===== src/rtl/washer_pkg.sv =====
// Shared definitions for the washing-machine controller and its phase timer:
// phase codes, mode and timer-state enums, and the per-mode/per-phase
// duration table used both for loading the timer and for display.
package washer_pkg;

  localparam logic [1:0] PH_SOAK  = 2'b00;
  localparam logic [1:0] PH_WASH  = 2'b01;
  localparam logic [1:0] PH_RINSE = 2'b10;
  localparam logic [1:0] PH_SPIN  = 2'b11;

  localparam int DUR_W = 8;

  typedef enum logic [1:0] {
    MODE_LIGHT  = 2'd0,
    MODE_NORMAL = 2'd1,
    MODE_HEAVY  = 2'd2
  } mode_e;

  typedef enum logic [1:0] {
    ST_IDLE = 2'd0,
    ST_RUN  = 2'd1,
    ST_DONE = 2'd2
  } timer_state_e;

  // mode1 beats mode2 beats mode3; no selection falls back to normal.
  function automatic mode_e mode_resolve(input logic m1, input logic m2, input logic m3);
    mode_e m;
    m = MODE_NORMAL;
    if (m1)      m = MODE_LIGHT;
    else if (m2) m = MODE_NORMAL;
    else if (m3) m = MODE_HEAVY;
    return m;
  endfunction

  // Phase duration in ticks for a given wash mode.
  function automatic logic [DUR_W-1:0] dur_lookup(input mode_e mode, input logic [1:0] phase);
    logic [DUR_W-1:0] d;
    d = 8'd10;
    case (mode)
      MODE_LIGHT: begin
        case (phase)
          PH_SOAK:  d = 8'd5;
          PH_WASH:  d = 8'd10;
          PH_RINSE: d = 8'd5;
          default:  d = 8'd5;
        endcase
      end
      MODE_HEAVY: begin
        case (phase)
          PH_SOAK:  d = 8'd20;
          PH_WASH:  d = 8'd40;
          PH_RINSE: d = 8'd20;
          default:  d = 8'd15;
        endcase
      end
      default: begin
        case (phase)
          PH_SOAK:  d = 8'd10;
          PH_WASH:  d = 8'd20;
          PH_RINSE: d = 8'd10;
          default:  d = 8'd10;
        endcase
      end
    endcase
    return d;
  endfunction

endpackage


===== src/rtl/washer_phase_timer_if.sv =====
// Controller <-> phase-timer link. The controller FSM is the master: it
// drives enable, phase, mode and lid, and receives done/remaining/running.
interface washer_phase_timer_if #(
  parameter int CNT_W = 8
) ();

  logic             timer_enable;
  logic [1:0]       phase_sel;
  logic             mode1;
  logic             mode2;
  logic             mode3;
  logic             lid;
  logic             timer_done;
  logic [CNT_W-1:0] remaining;
  logic             running;

  modport master (
    output timer_enable, phase_sel, mode1, mode2, mode3, lid,
    input  timer_done, remaining, running
  );

  modport slave (
    input  timer_enable, phase_sel, mode1, mode2, mode3, lid,
    output timer_done, remaining, running
  );

endinterface


===== src/rtl/washer_tick_prescaler.sv =====
// Divides clk into one-cycle ticks: counts 0..TICK_DIV-1 while enabled and
// pulses tick on the wrap cycle. clr forces the count back to zero and wins
// over en. TICK_DIV must be at least 2.
module washer_tick_prescaler #(
  parameter int TICK_DIV = 50000000
) (
  input  logic clk,
  input  logic rst_n,
  input  logic clr,
  input  logic en,
  output logic tick
);

  localparam int             CW   = (TICK_DIV > 1) ? $clog2(TICK_DIV) : 1;
  localparam logic [CW-1:0]  LAST = CW'(TICK_DIV - 1);

  logic [CW-1:0] cnt_q;
  logic [CW-1:0] cnt_d;

  assign tick = en && (cnt_q == LAST);

  // Next count: clear, hold, increment or wrap.
  always_comb begin
    // NOTE: assign every always_comb output a default first so no path leaves it unassigned (which would infer a latch).
    cnt_d = cnt_q;
    if (clr) begin
      cnt_d = '0;
    end else if (en) begin
      cnt_d = tick ? '0 : cnt_q + CW'(1);
    end
  end

  // Count register with asynchronous clear.
  always_ff @(posedge clk or negedge rst_n) begin
    // NOTE: state registers use non-blocking (<=) so every flop samples pre-edge values; blocking here would create order-dependent races.
    if (!rst_n) cnt_q <= '0;
    else        cnt_q <= cnt_d;
  end

endmodule


===== src/rtl/washer_phase_timer.sv =====
// Phase-duration timer for the washing-machine controller. Loads the
// duration for the latched mode and the requested phase, counts it down in
// prescaler ticks and returns a one-cycle timer_done so the controller can
// advance to the next phase. remaining is exported for the display.
//
// Build option WASHER_TIMER_LID_PAUSE_EN: when defined, an open lid freezes
// the countdown in RUN; when undefined the lid input is ignored.
module washer_phase_timer
  import washer_pkg::*;
#(
  parameter int TICK_DIV = 50000000,
  parameter int CNT_W    = 8
) (
  input  logic                 clk,
  input  logic                 rst_n,
  washer_phase_timer_if.slave  tif
);

  timer_state_e     state_q, state_d;
  logic [CNT_W-1:0] remaining_q, remaining_d;
  mode_e            mode_q, mode_d;
  logic [1:0]       prev_phase_q, prev_phase_d;
  logic             done_q, done_d;

  logic             pause;
  logic             psc_en;
  logic             psc_clr;
  logic             tick;
  mode_e            load_mode;
  logic [CNT_W-1:0] load_val;

`ifdef WASHER_TIMER_LID_PAUSE_EN
  assign pause = tif.lid;
`else
  logic lid_unused;
  assign lid_unused = tif.lid;
  assign pause      = 1'b0;
`endif

  assign psc_en = (state_q == ST_RUN) && !pause;

  washer_tick_prescaler #(
    .TICK_DIV (TICK_DIV)
  ) u_prescaler (
    .clk   (clk),
    .rst_n (rst_n),
    .clr   (psc_clr),
    .en    (psc_en),
    .tick  (tick)
  );

  // Load value: mode comes from the inputs only on the IDLE->RUN load,
  // otherwise from the latched copy; a zero duration is stretched to one tick.
  always_comb begin
    load_mode = (state_q == ST_IDLE) ? mode_resolve(tif.mode1, tif.mode2, tif.mode3) : mode_q;
    load_val  = CNT_W'(dur_lookup(load_mode, tif.phase_sel));
    if (load_val == '0) load_val = CNT_W'(1);
  end

  // Next-state logic: load, countdown, expiry, reload on phase change, cancel.
  always_comb begin
    state_d      = state_q;
    remaining_d  = remaining_q;
    mode_d       = mode_q;
    prev_phase_d = prev_phase_q;
    done_d       = 1'b0;
    psc_clr      = (state_q != ST_RUN);

    unique case (state_q)
      ST_IDLE: begin
        if (tif.timer_enable) begin
          remaining_d  = load_val;
          mode_d       = load_mode;
          prev_phase_d = tif.phase_sel;
          psc_clr      = 1'b1;
          state_d      = ST_RUN;
        end
      end

      ST_RUN: begin
        if (!tif.timer_enable) begin
          // Cancel outranks a same-cycle expiry: no done pulse.
          remaining_d = '0;
          psc_clr     = 1'b1;
          state_d     = ST_IDLE;
        end else if (tif.phase_sel != prev_phase_q) begin
          remaining_d  = load_val;
          prev_phase_d = tif.phase_sel;
          psc_clr      = 1'b1;
        end else if (tick) begin
          if (remaining_q <= CNT_W'(1)) begin
            remaining_d = '0;
            done_d      = 1'b1;
            state_d     = ST_DONE;
          end else begin
            remaining_d = remaining_q - CNT_W'(1);
          end
        end
      end

      ST_DONE: begin
        if (!tif.timer_enable) begin
          remaining_d = '0;
          state_d     = ST_IDLE;
        end else if (tif.phase_sel != prev_phase_q) begin
          remaining_d  = load_val;
          prev_phase_d = tif.phase_sel;
          psc_clr      = 1'b1;
          state_d      = ST_RUN;
        end
      end

      default: begin
        remaining_d = '0;
        state_d     = ST_IDLE;
      end
    endcase
  end

  // State and datapath registers, cleared asynchronously at any time.
  always_ff @(posedge clk or negedge rst_n) begin
    if (!rst_n) begin
      state_q      <= ST_IDLE;
      remaining_q  <= '0;
      mode_q       <= MODE_LIGHT;
      prev_phase_q <= PH_SOAK;
      done_q       <= 1'b0;
    end else begin
      state_q      <= state_d;
      remaining_q  <= remaining_d;
      mode_q       <= mode_d;
      prev_phase_q <= prev_phase_d;
      done_q       <= done_d;
    end
  end

  // Done is additionally qualified by enable so it can never show while the
  // controller has already dropped the request.
  assign tif.timer_done = done_q && tif.timer_enable;
  assign tif.remaining  = remaining_q;
  assign tif.running    = (state_q == ST_RUN) && !pause;

endmodule


===== src/flat_wrapper.sv =====
// flat-port wrapper written by rule: the top's interface ports become plain ports
module washer_phase_timer_flat import washer_pkg::*;
#(
  parameter int TICK_DIV = 50000000,
  parameter int CNT_W    = 8
)
  (clk, rst_n, tif_timer_enable, tif_phase_sel, tif_mode1, tif_mode2, tif_mode3, tif_lid, tif_timer_done, tif_remaining, tif_running);
  washer_phase_timer_if #(.CNT_W(CNT_W)) tif_i ();
  input  logic clk;
  input  logic rst_n;
  input wire logic [$bits(tif_i.timer_enable)-1:0] tif_timer_enable;
  input wire logic [$bits(tif_i.phase_sel)-1:0] tif_phase_sel;
  input wire logic [$bits(tif_i.mode1)-1:0] tif_mode1;
  input wire logic [$bits(tif_i.mode2)-1:0] tif_mode2;
  input wire logic [$bits(tif_i.mode3)-1:0] tif_mode3;
  input wire logic [$bits(tif_i.lid)-1:0] tif_lid;
  output wire logic [$bits(tif_i.timer_done)-1:0] tif_timer_done;
  output wire logic [$bits(tif_i.remaining)-1:0] tif_remaining;
  output wire logic [$bits(tif_i.running)-1:0] tif_running;
  assign tif_i.timer_enable = tif_timer_enable;
  assign tif_i.phase_sel = tif_phase_sel;
  assign tif_i.mode1 = tif_mode1;
  assign tif_i.mode2 = tif_mode2;
  assign tif_i.mode3 = tif_mode3;
  assign tif_i.lid = tif_lid;
  assign tif_timer_done = tif_i.timer_done;
  assign tif_remaining = tif_i.remaining;
  assign tif_running = tif_i.running;
  washer_phase_timer #(.TICK_DIV(TICK_DIV), .CNT_W(CNT_W)) u_core (.clk(clk), .rst_n(rst_n), .tif(tif_i));
endmodule

===== config.mk =====
export PLATFORM = sky130hd
export DESIGN_NAME = washer_phase_timer_flat
export DESIGN_NICKNAME = d
export VERILOG_FILES = /design/src/rtl/washer_pkg.sv /design/src/rtl/washer_phase_timer_if.sv /design/src/rtl/washer_tick_prescaler.sv /design/src/rtl/washer_phase_timer.sv /design/src/flat_wrapper.sv
export SDC_FILE = /design/constraint.sdc
export NUM_CORES = 1
export LEC_CHECK = 0
export CORE_MARGIN = 4
export CORE_UTILIZATION = 50
export DETAILED_ROUTE_END_ITERATION = 10
export PLACE_DENSITY = 0.68
export SLEW_MARGIN = 20
export SYNTH_ARGS = -nofsm -noshare
export SYNTH_HDL_FRONTEND = slang
export SYNTH_SLANG_ARGS = --single-unit

===== constraint.sdc =====
create_clock -name clk -period 5 [get_ports clk]
set_clock_uncertainty 0.05 [all_clocks]
set_input_delay 0.5 -clock clk [delete_from_list [all_inputs] [get_ports clk]]
set_output_delay 0.5 -clock clk [all_outputs]
set_load 0.02 [all_outputs]

# Word level (Yosys, flattened, before mapping)
# Cells that the tools add are included.
totals:
  wordCells: 81
  reg_bits: 41
  out_inout_bits: 10
  inputBits: 9
op_classes:
  addsub: 2
  magnitude_cmp: 1
  reduce_logical: 14
  eq_ne: 16
  muxes: 42
op_table:
  columns: ["cell", "count"]
  rows:
  - ["two-way mux 26 bit", 3]
  - ["two-way mux 8 bit", 8]
  - ["two-way mux 2 bit", 14]
  - ["adder 26 x 1 -> 26 bit (second input constant)", 1]
  - ["== test 26 bit (second input constant)", 1]
  - ["case mux 8 bit (3 select lines)", 1]
  - ["case mux 8 bit (2 select lines)", 1]
  - ["case mux 6 bit (2 select lines)", 1]
  - ["two-way mux 1 bit", 9]
  - ["!= test 3 x 2 -> 1 bit (second input constant)", 3]
  - ["<= comparator 8 x 1 -> 1 bit (second input constant)", 1]
  - ["zero test 8 bit", 1]
  - ["subtractor 8 x 1 -> 8 bit (second input constant)", 1]
  - ["== test 2 bit (second input constant)", 3]
  - ["zero test 2 bit", 3]
  - ["!= test 2 x 1 -> 1 bit (second input constant)", 3]
  - ["case mux 2 bit (3 select lines)", 1]
  - ["two-way mux 5 bit", 1]
  - ["AND reduction 5 bit", 1]
  - ["== test 2 x 1 -> 1 bit (second input constant)", 2]
  - ["two-way mux 4 bit", 1]
  - ["!= test 4 x 2 -> 1 bit (second input constant)", 1]
  - ["case mux 2 bit (2 select lines)", 1]
  - ["AND reduction 4 bit", 1]
  - ["9 further kinds", 12]

# Longest topological paths before layout
# Gate-level depths: netlist (run 1).
depth:
  depth_word: 11
  depth_mapped: 9
  ltp_nobuf: 7

# Modules after synthesis
# A second synthesis (run 1) with hierarchy kept.
unflattened:
  hier_cells: 294
  area_unflattened_um2: 2715.1
modules_own_cells:
  columns: ["mod", "cells_per_inst", "instances", "area_each_um2", "seq_area_each_um2"]
  rows:
  - ["washer_tick_prescaler", 161, 1, 1550.2, 650.6]
  - ["washer_phase_timer", 133, 1, 1164.9, 375.4]

# Worst setup path before layout (run 1)
# Ideal clock, no wire load.
synth_timing:
  path_kind: "reg-to-reg"
  startpoint: "register u_core.state_q[1]"
  endpoint: "register u_core.u_prescaler.cnt_q[25]"
  setup_slack_ns: 2.772
  arrival_ns: 2.101
  setup_time_ns: 0.077
  required_time_ns: 4.873
  stages_incl_launch_ff: 10
  synth_period_minus_slack_ns: 2.228
  n_path_buf: 2
  cell_sequence: "dfrtp_1 > inv_1 > ha_1 > and2_1 > or3b_1 > clkbuf_8 > o21ai_2 > nand2_1 > buf_2 > a21oi_1"
synth_via:
  elab_chain_cells: 5
  word_cells_on_any_way: 14
  cone_classes: "eq/ne: 3; mux: 8; reduce/logical: 3"
synth_rtl:
  columns: ["element", "line_no", "source"]
  rows:
  - ["start: declaration", "washer_phase_timer.sv:19", "timer_state_e state_q, state_d;"]
  - ["start signal: assignment", "washer_phase_timer.sv:129", "state_q <= state_d;"]
  - ["== test 2 x 1 -> 1 bit *", null, null]
  - ["net tif_running", "flat_wrapper.sv:19", "output wire logic [$bits(tif_i.running)-1:0] tif_running;"]
  - ["logical AND 1 bit", "washer_tick_prescaler.sv:20", "assign tick = en && (cnt_q == LAST);"]
  - ["two-way mux 26 bit", "washer_tick_prescaler.sv:29", "cnt_d = tick ? '0 : cnt_q + CW'(1);"]
  - ["two-way mux 26 bit", "washer_tick_prescaler.sv:28", "end else if (en) begin"]
  - ["two-way mux 26 bit", "washer_tick_prescaler.sv:26", "if (clr) begin"]
  - ["end signal: assignment", "washer_tick_prescaler.sv:37", "else cnt_q <= cnt_d;"]
  - ["end: declaration", "washer_tick_prescaler.sv:17", "logic [CW-1:0] cnt_q;"]
# Mark *: on every way through the listed nets, which the timed path passes. The rest lies on a longest branch. The select of a mux whose other input is x is not followed.
# A chain may end at the register's enable or synchronous reset.

# Final worst setup path (run 1)
layout_timing:
  startpoint: "input port tif_timer_enable"
  endpoint: "register u_core.u_prescaler.cnt_q[20]"
layout_via:
  elab_chain_cells: 3
  word_cells_on_any_way: 6
  cone_classes: "mux: 5; reduce/logical: 1"
layout_rtl:
  columns: ["element", "line_no", "source"]
  rows:
  - ["start: declaration", "flat_wrapper.sv:11", "input wire logic [$bits(tif_i.timer_enable)-1:0] tif_timer_enable;"]
  - ["two-way mux 1 bit, on equally long branches", "washer_phase_timer.sv:102, washer_phase_timer.sv:71, washer_phase_timer.sv:81", null]
  - ["case mux 1 bit (3 select lines) *", "washer_phase_timer.sv:69", "unique case (state_q)"]
  - ["two-way mux 26 bit / nonzero test 2 bit (equally long branches)", null, null]
# Every way passes the cells marked *; elsewhere a longest branch is shown, timed or not.

==> results of run 1 <==
worst max-delay path, stage by stage:
cell and delay, ps:
clkdlybuf4s50_1 600, and2_1 220, or3b_1 530, o21ai_2 270, nand2_1 500, o211ai_1 350
power breakdown:
group	switching [mW]	total (mW)	internal (mW)
clock	0.114	0.277	0.163
combinational	0.318	0.516	0.198
sequential	0.0504	0.426	0.375
layout make-up:
class | count | area, µm²
clock buffers | 7 | 86.3
clock inverters | 1 | 30.0
fillers | 412 | 1950
inverters | 9 | 33.8
multi-input cells | 215 | 1400
flip-flops and latches | 41 | 1030
well taps | 67 | 83.8
repair buffers | 18 | 173
kinds of logic (layout without fill, tap and decap cells):
kind of cell             Yosys count  count (layout)  synth area share, %
adder cells (fa/ha/maj)            7               7                 3.48
AO/OA/AOI/OAI                     49              49                 13.4
multiplexers                       3               3                 1.34
flip-flops                        41              41                 40.8
XOR/XNOR                          23              23                 8.01
buffers and inverters             17              35                 3.38
AND/OR/NAND/NOR                  133             133                 29.5
per-stage QoR:
stage / setup WS (ps) / hold slack (ps) / cell area (µm²) / util, %
finish: 2170 / 271 / 2840 / 59.2
global route: 1860 / 359 / 2840 / 59.2
CTS: 2120 / 311 / 2840 / 59.2
detailed placement: 1820 / 431 / 2720 / 56.8
global placement: 1830 / 420 / 2720 / 56.8
floorplan: 2770 / 154 / 2510 / -
cell usage after synthesis (7+ instances only):
| master | n |
|---|---|
| o21ai_0 | 14 |
| dfrtp_1 | 41 |
| nor2_1 | 28 |
| nor3_1 | 11 |
| nand2_1 | 33 |
| inv_1 | 9 |
| a21oi_1 | 8 |
| xnor2_1 | 7 |
| nand3_1 | 11 |
| ha_1 | 7 |
| nand4_1 | 11 |
| xor2_1 | 16 |
per-layer routing:
metal / up-vias / wire length, µm / GRT usage, %
met3: 7 / 168 / 3.29
met2: 27 / 2470 / 33.0
met4: 0 / 68 / 5.67
met1: 986 / 2470 / 23.7
met5: - / 0 / 0
li1: 1021 / - / -
final timing paths:
path | slack, ps | to | start | depth (start not counted)
min | 270 | u_core.mode_q[1]$_DFFE_PN0P_ | rst_n | 1
min reg2reg | 440 | u_core.mode_q[1]$_DFFE_PN0P_ | u_core.mode_q[1]$_DFFE_PN0P_ | 2
max | 2170 | u_core.u_prescaler.cnt_q[20]$_DFFE_PN0P_ | tif_timer_enable | 6
max in group asynchronous | 4050 | u_core.u_prescaler.cnt_q[16]$_DFFE_PN0P_ | rst_n | 1
max reg2reg | 2200 | u_core.u_prescaler.cnt_q[20]$_DFFE_PN0P_ | u_core.state_q[1]$_DFFE_PN0P_ | 7
min in group clk | 440 | u_core.mode_q[1]$_DFFE_PN0P_ | u_core.mode_q[1]$_DFFE_PN0P_ | 2
layout by cell type, fill, tap and decap left out, drive strengths merged, types with 3 or more instances in the layout:
master / count
o22ai: 4
and3: 3
nand2b: 4
or3: 5
nand3: 11
a32oi: 3
nor2b: 4
dfrtp: 41
xor2: 16
nor4: 8
o2bb2ai: 3
clkbuf: 7
or4: 3
o21ai: 15
o211ai: 3
mux2: 3
ha: 7
nor2: 28
nor3: 11
a21oi: 9
xnor2: 7
nand2: 33
clkdlybuf4s50: 16
nand4: 12
inv: 9
state kept, by name (all words and copies together) (netlist names):
| signal | count |
|---|---|
| u_core.done_q | 1 |
| u_core.mode_q | 2 |
| u_core.prev_phase_q | 2 |
| u_core.state_q | 2 |
| u_core.tif.remaining | 8 |
| u_core.u_prescaler.cnt_q | 26 |
==> summary.txt, run 1 <==
Clocking
  – CTS root buffer: clkbuf_8
  – CTS tree: done
  – Cts repair resizes: 0
  – CTS max path bufs: 2
  – Clock tree sinks: 41
  – Htree depth: 2
  – Worst-Skew Late Latency: 300 ps
  – Worst-path clk slew: 80 ps
  – CTS Buf Count: 5
  – # hold bufs at CTS: 0
  – Post-CTS setup buffer count: 0

Pwr
  – Pwr dens: 430 nW/µm²
  – Total power: 1.22 mW
  – Leak Pwr: 1.14 nW
  – Peak supply drop: 0.000158 V

Logic synthesis
  – Share of the synthesized area in the top cell type: 40.8%
  – Cells after Synth: 273
  – Seq cells post-synth: 41
  – Syn Area/Cell: 9.21 µm²
  – Number of synthesized flops with an enable pin: 0
  – Syn Nets: 289
  – Seq/Total Area, Yosys: 40.8%
  – Synth warn: 0
  – Largest area contributor in the netlist: dfrtp_1
  – Leading post-synthesis cells by cell area: dfrtp_1 41%, xor2_1 5.6%, nand2_1 4.9%
  – Top_reg_cell synth: dfrtp_1
  – Synth cell types: 52
  – Area of the mapped netlist: 2510 µm²
  – Async S/R FF share, synth: 100%

Layout
  – Share of layout cells above drive strength 1: 8.93%
  – Ant. Diodes: 0
  – Final std cells w/o fill: 358
  – Layout Nets: 306
  – Area grow syn2layout: 12.8%

Timing
  – Worst-Margin Slew: 1010 ps
  – RSZ-0062 raised after global routing: no
  – Total negative slack: 0 ps
  – Slew headroom: 32.3%
  – Slew Limit Fails: 0
  – Minimum clock period: 2830 ps
  – Finish-stage setup viols: 0
  – Fmax: 354 MHz
  – Final worst path period share: 56.5%
  – Fin. Hold Viols: 0

Detailed routing
  – Final WL: 5.17 mm
  – Antenna Nets Post-Route: 0
  – Routed vias: 2,041
  – Initial DRC count: 87
  – DRT Pass-1 Iters: 4
  – DRC: 0
  – Routed len/inst: 14.4 µm
  – DR vias/cell: 5.70

Global route
  – Antenna violations before repair: 0
  – Vias in the first global route: 2,044
  – Total GRT Usage: 18.8%
  – First-pass GRT wire length: 9.43 mm
  – Grt total ovfl: 0
  – Largest net degree at the start of global routing: 42

Place
  – Post-DP HPWL: 3.73 mm
  – Port bufs: 17
  – Cell count after placement: 350
  – Routability cong.: 0.807

Floorplan
  – Die H: 78.9 µm
  – # IOs: 19
  – Die ar.: 6230 µm²
  – Initial Utilization: 52.5%
  – Die W: 78.9 µm
  – Row cnt: 25
  – Core ar.: 4790 µm²

Worst setup path
  – WP data required: 5150 ps
  – Crit path capture type: flip-flop
  – Worst Path Arrival: 2980 ps
  – Crit Path Category: primary input to flip-flop
  – Crit Path Max Fanout: 24
  – Startpoint Class: primary input

Job
  – Max cap viols: 0

Hold path
  – Min-delay worst type: primary input to asynchronous set/reset pin

Outcome
  – Outcome: finished clean
Power figures use the tool's default switching activity.
==> run 2: changes to the inputs <==
Settings changed: PLACE_DENSITY 0.68 to 0.71.
Clock period 5 ns to 2.4 ns, I/O delays scaled along.
==> run 2 against run 1 <==
  * Count of clock-buffer cells in the layout down 2
  * Core utilization up 1.8 points
  * Power up 110%
  * Global-route usage up 0.49 points
  * Final area up 3.0%
  * Clock power up 49%
  * Hold slack worse by 260 ps
  * Wire length up 4.5%
  * Non-clock buffer count up 16
  * First-iteration DRC count up 10%
  * Register-to-register slack worse by 2000 ps
  * Largest cell class unchanged
==> summary.txt, run 2 (synthesis results as in run 1) <==
Outcome
  – Outcome: finished clean

Layout
  – Layout Nets: 322 (+5.2%)
  – Multi-input combinational cell area: 1410 µm² (+0.53%)
  – Final Util: 61.0% (+1.8 points)
  – Share of layout cells above drive strength 1: 14.1% (+5.2 points)
  – Commonest non-fill, non-tap cell in the layout: dfrtp_1
  – Largest Register: u_core.u_prescaler.cnt_q
  – Fin area: 2920 µm² (+3.0%)
  – Max reg flops: 26 (unchanged)
  – Layout fillers: 434 (+5.3%)
  – Ant. Diodes: 0 (unchanged)
  – Commonest cells after routing, fill and taps aside: 41 x dfrtp_1, 33 x nand2_1, 28 x nor2_1
  – Register area: 1030 µm² (unchanged)
  – Final std cells w/o fill: 372 (+3.9%)
  – Area grow syn2layout: 16.2%

Global route
  – Grt total ovfl: 0 (unchanged)
  – Vias in the first global route: 1,999 (-2.2%)
  – Total GRT Usage: 19.3% (+0.49 points)
  – Antenna violations before repair: 0 (unchanged)
  – Largest net degree at the start of global routing: 42 (unchanged)
  – First-pass GRT wire length: 9.44 mm (+0.15%)

Timing
  – Fin. Hold Viols: 0 (unchanged)
  – Minimum clock period: 2240 ps
  – Worst-Margin Slew: 892 ps (-120 ps)
  – Slew Limit Fails: 0 (unchanged)
  – Fmax: 445 MHz
  – Total negative slack: 0 ps (unchanged)
  – Worst Setup Slack, final: 155 ps (-2020 ps)
  – Worst hold slack: 10.1 ps (-261 ps)
  – RSZ-0062 raised after global routing: no
  – Finish-stage setup viols: 0 (unchanged)
  – Final worst path period share: 93.5%
  – Slew headroom: 40.5% (+8.2 points)

Detailed routing
  – Routed vias: 2,064 (+1.1%)
  – Initial DRC count: 96 (+10%)
  – DR vias/cell: 5.55 (-2.7%)
  – Routed len/inst: 14.5 µm (+0.61%)
  – DRC: 0 (unchanged)
  – Antenna Nets Post-Route: 0 (unchanged)
  – DRT Pass-1 Iters: 4 (unchanged)
  – Final WL: 5.41 mm (+4.5%)

Floorplan
  – Die W: 78.9 µm (unchanged)
  – # IOs: 19 (unchanged)
  – Die H: 78.9 µm (unchanged)
  – Core ar.: 4790 µm² (unchanged)
  – Die ar.: 6230 µm² (unchanged)
  – Initial Utilization: 52.5% (unchanged)
  – Row cnt: 25 (unchanged)

Place
  – Cell count after placement: 366 (+4.6%)
  – Dpl ws: 121 ps (-1700 ps)
  – Port bufs: 17 (unchanged)
  – Post-DP HPWL: 3.97 mm (+6.2%)
  – Placement Cell Area: 2840 µm² (+4.4%)
  – Routability cong.: 0.883 (+9.5%)

Clocking
  – CTS root buffer: clkbuf_8
  – CTS max path bufs: 2 (unchanged)
  – Htree depth: 2 (unchanged)
  – Clock tree sinks: 41 (unchanged)
  – Worst-path clk slew: 80 ps (about the same)
  – # hold bufs at CTS: 0 (unchanged)
  – CTS Buf Count: 5 (unchanged)
  – Worst-Skew Late Latency: 290 ps (about the same)
  – CTS tree: done

Worst setup path
  – Worst path max stage delay: 440 ps (-160 ps)
  – WP buf/inv: 2 (+1)
  – Worst path depth: 8 (+2)
  – Family with the most delay on the worst path: simple AND/OR/NAND/NOR gates
  – Critical Path Slowest Stage Cell: or3b_1
  – Worst Path Arrival: 2410 ps (-570 ps)
  – Depth of the most critical reg-to-reg path: 8 (+1)
  – Crit Path Category: flip-flop to flip-flop
  – WP data required: 2560 ps (-2590 ps)
  – Crit path capture type: flip-flop
  – Startpoint Class: flip-flop
  – CP cell instances: inv_1 -> ha_2 -> and2_1 -> or3b_1 -> o21ai_2 -> nand2_1 -> buf_4 -> o21ai_0
  – Crit Path Max Fanout: 11 (-54%)

Pwr
  – Pwr dens: 862 nW/µm² (+100%)
  – Total power: 2.52 mW (+110%)
  – Peak supply drop: 0.000312 V (+98%)
  – Leak Pwr: 1.20 nW (+5.3%)

Hold path
  – Min-delay worst type: primary input to asynchronous set/reset pin

Job
  – Max cap viols: 0 (unchanged)
run 2: per-layer routing:
metal / share of wire [%] / vias up / global-route usage (%)
li1: - / 1049 / -
met1: 47 / 980 / 24.5
met2: 48 / 27 / 31.9
met3: 2.8 / 8 / 3.85
met4: 1.6 / 0 / 8.42
met5: 0 / - / 0
run 2: final timing paths:
| check | from | slack [ps] | end |
|---|---|---|---|
| max | u_core.state_q[1]$_DFFE_PN0P_ | 160 | u_core.u_prescaler.cnt_q[1]$_DFFE_PN0P_ |
| min reg2reg | u_core.mode_q[1]$_DFFE_PN0P_ | 440 | u_core.mode_q[1]$_DFFE_PN0P_ |
| min in group clk | u_core.mode_q[1]$_DFFE_PN0P_ | 440 | u_core.mode_q[1]$_DFFE_PN0P_ |
| max reg2reg | u_core.state_q[1]$_DFFE_PN0P_ | 160 | u_core.u_prescaler.cnt_q[1]$_DFFE_PN0P_ |
| min | rst_n | 10 | u_core.done_q$_DFF_PN0_ |
| max in group asynchronous | rst_n | 1720 | u_core.u_prescaler.cnt_q[17]$_DFFE_PN0P_ |
run 2: power breakdown:
group,leakage (nW),internal [mW],switching [mW]
clock network,0.0399,0.191,0.221
registers,0.558,0.782,0.106
logic,0.602,0.517,0.700
total,1.20,1.49,1.03
run 2: worst reg2reg max path: stages, from the launching register on:
cell and delay [ps]:
dfrtp_1 400, inv_1 110, ha_2 240, and2_1 200, or3b_1 440, o21ai_2 250
nand2_1 130, buf_4 200, o21ai_0 160
run 2: final cells by class:
type                    instances  area share (%)
flip-flops and latches         41            35.1
clock inverters                 1           0.171
well taps                      67            2.87
clock buffers                   5            2.36
inverters                       9            1.16
multi-input cells             215            48.3
repair buffers                 34            10.0
run 2: timing repair:
action / CTS / global route
setup endpoints to repair: 0 / 29
setup buffers: 0 / 0
endpoints found under the hold margin: 0 / 0
resized for setup: 0 / 3
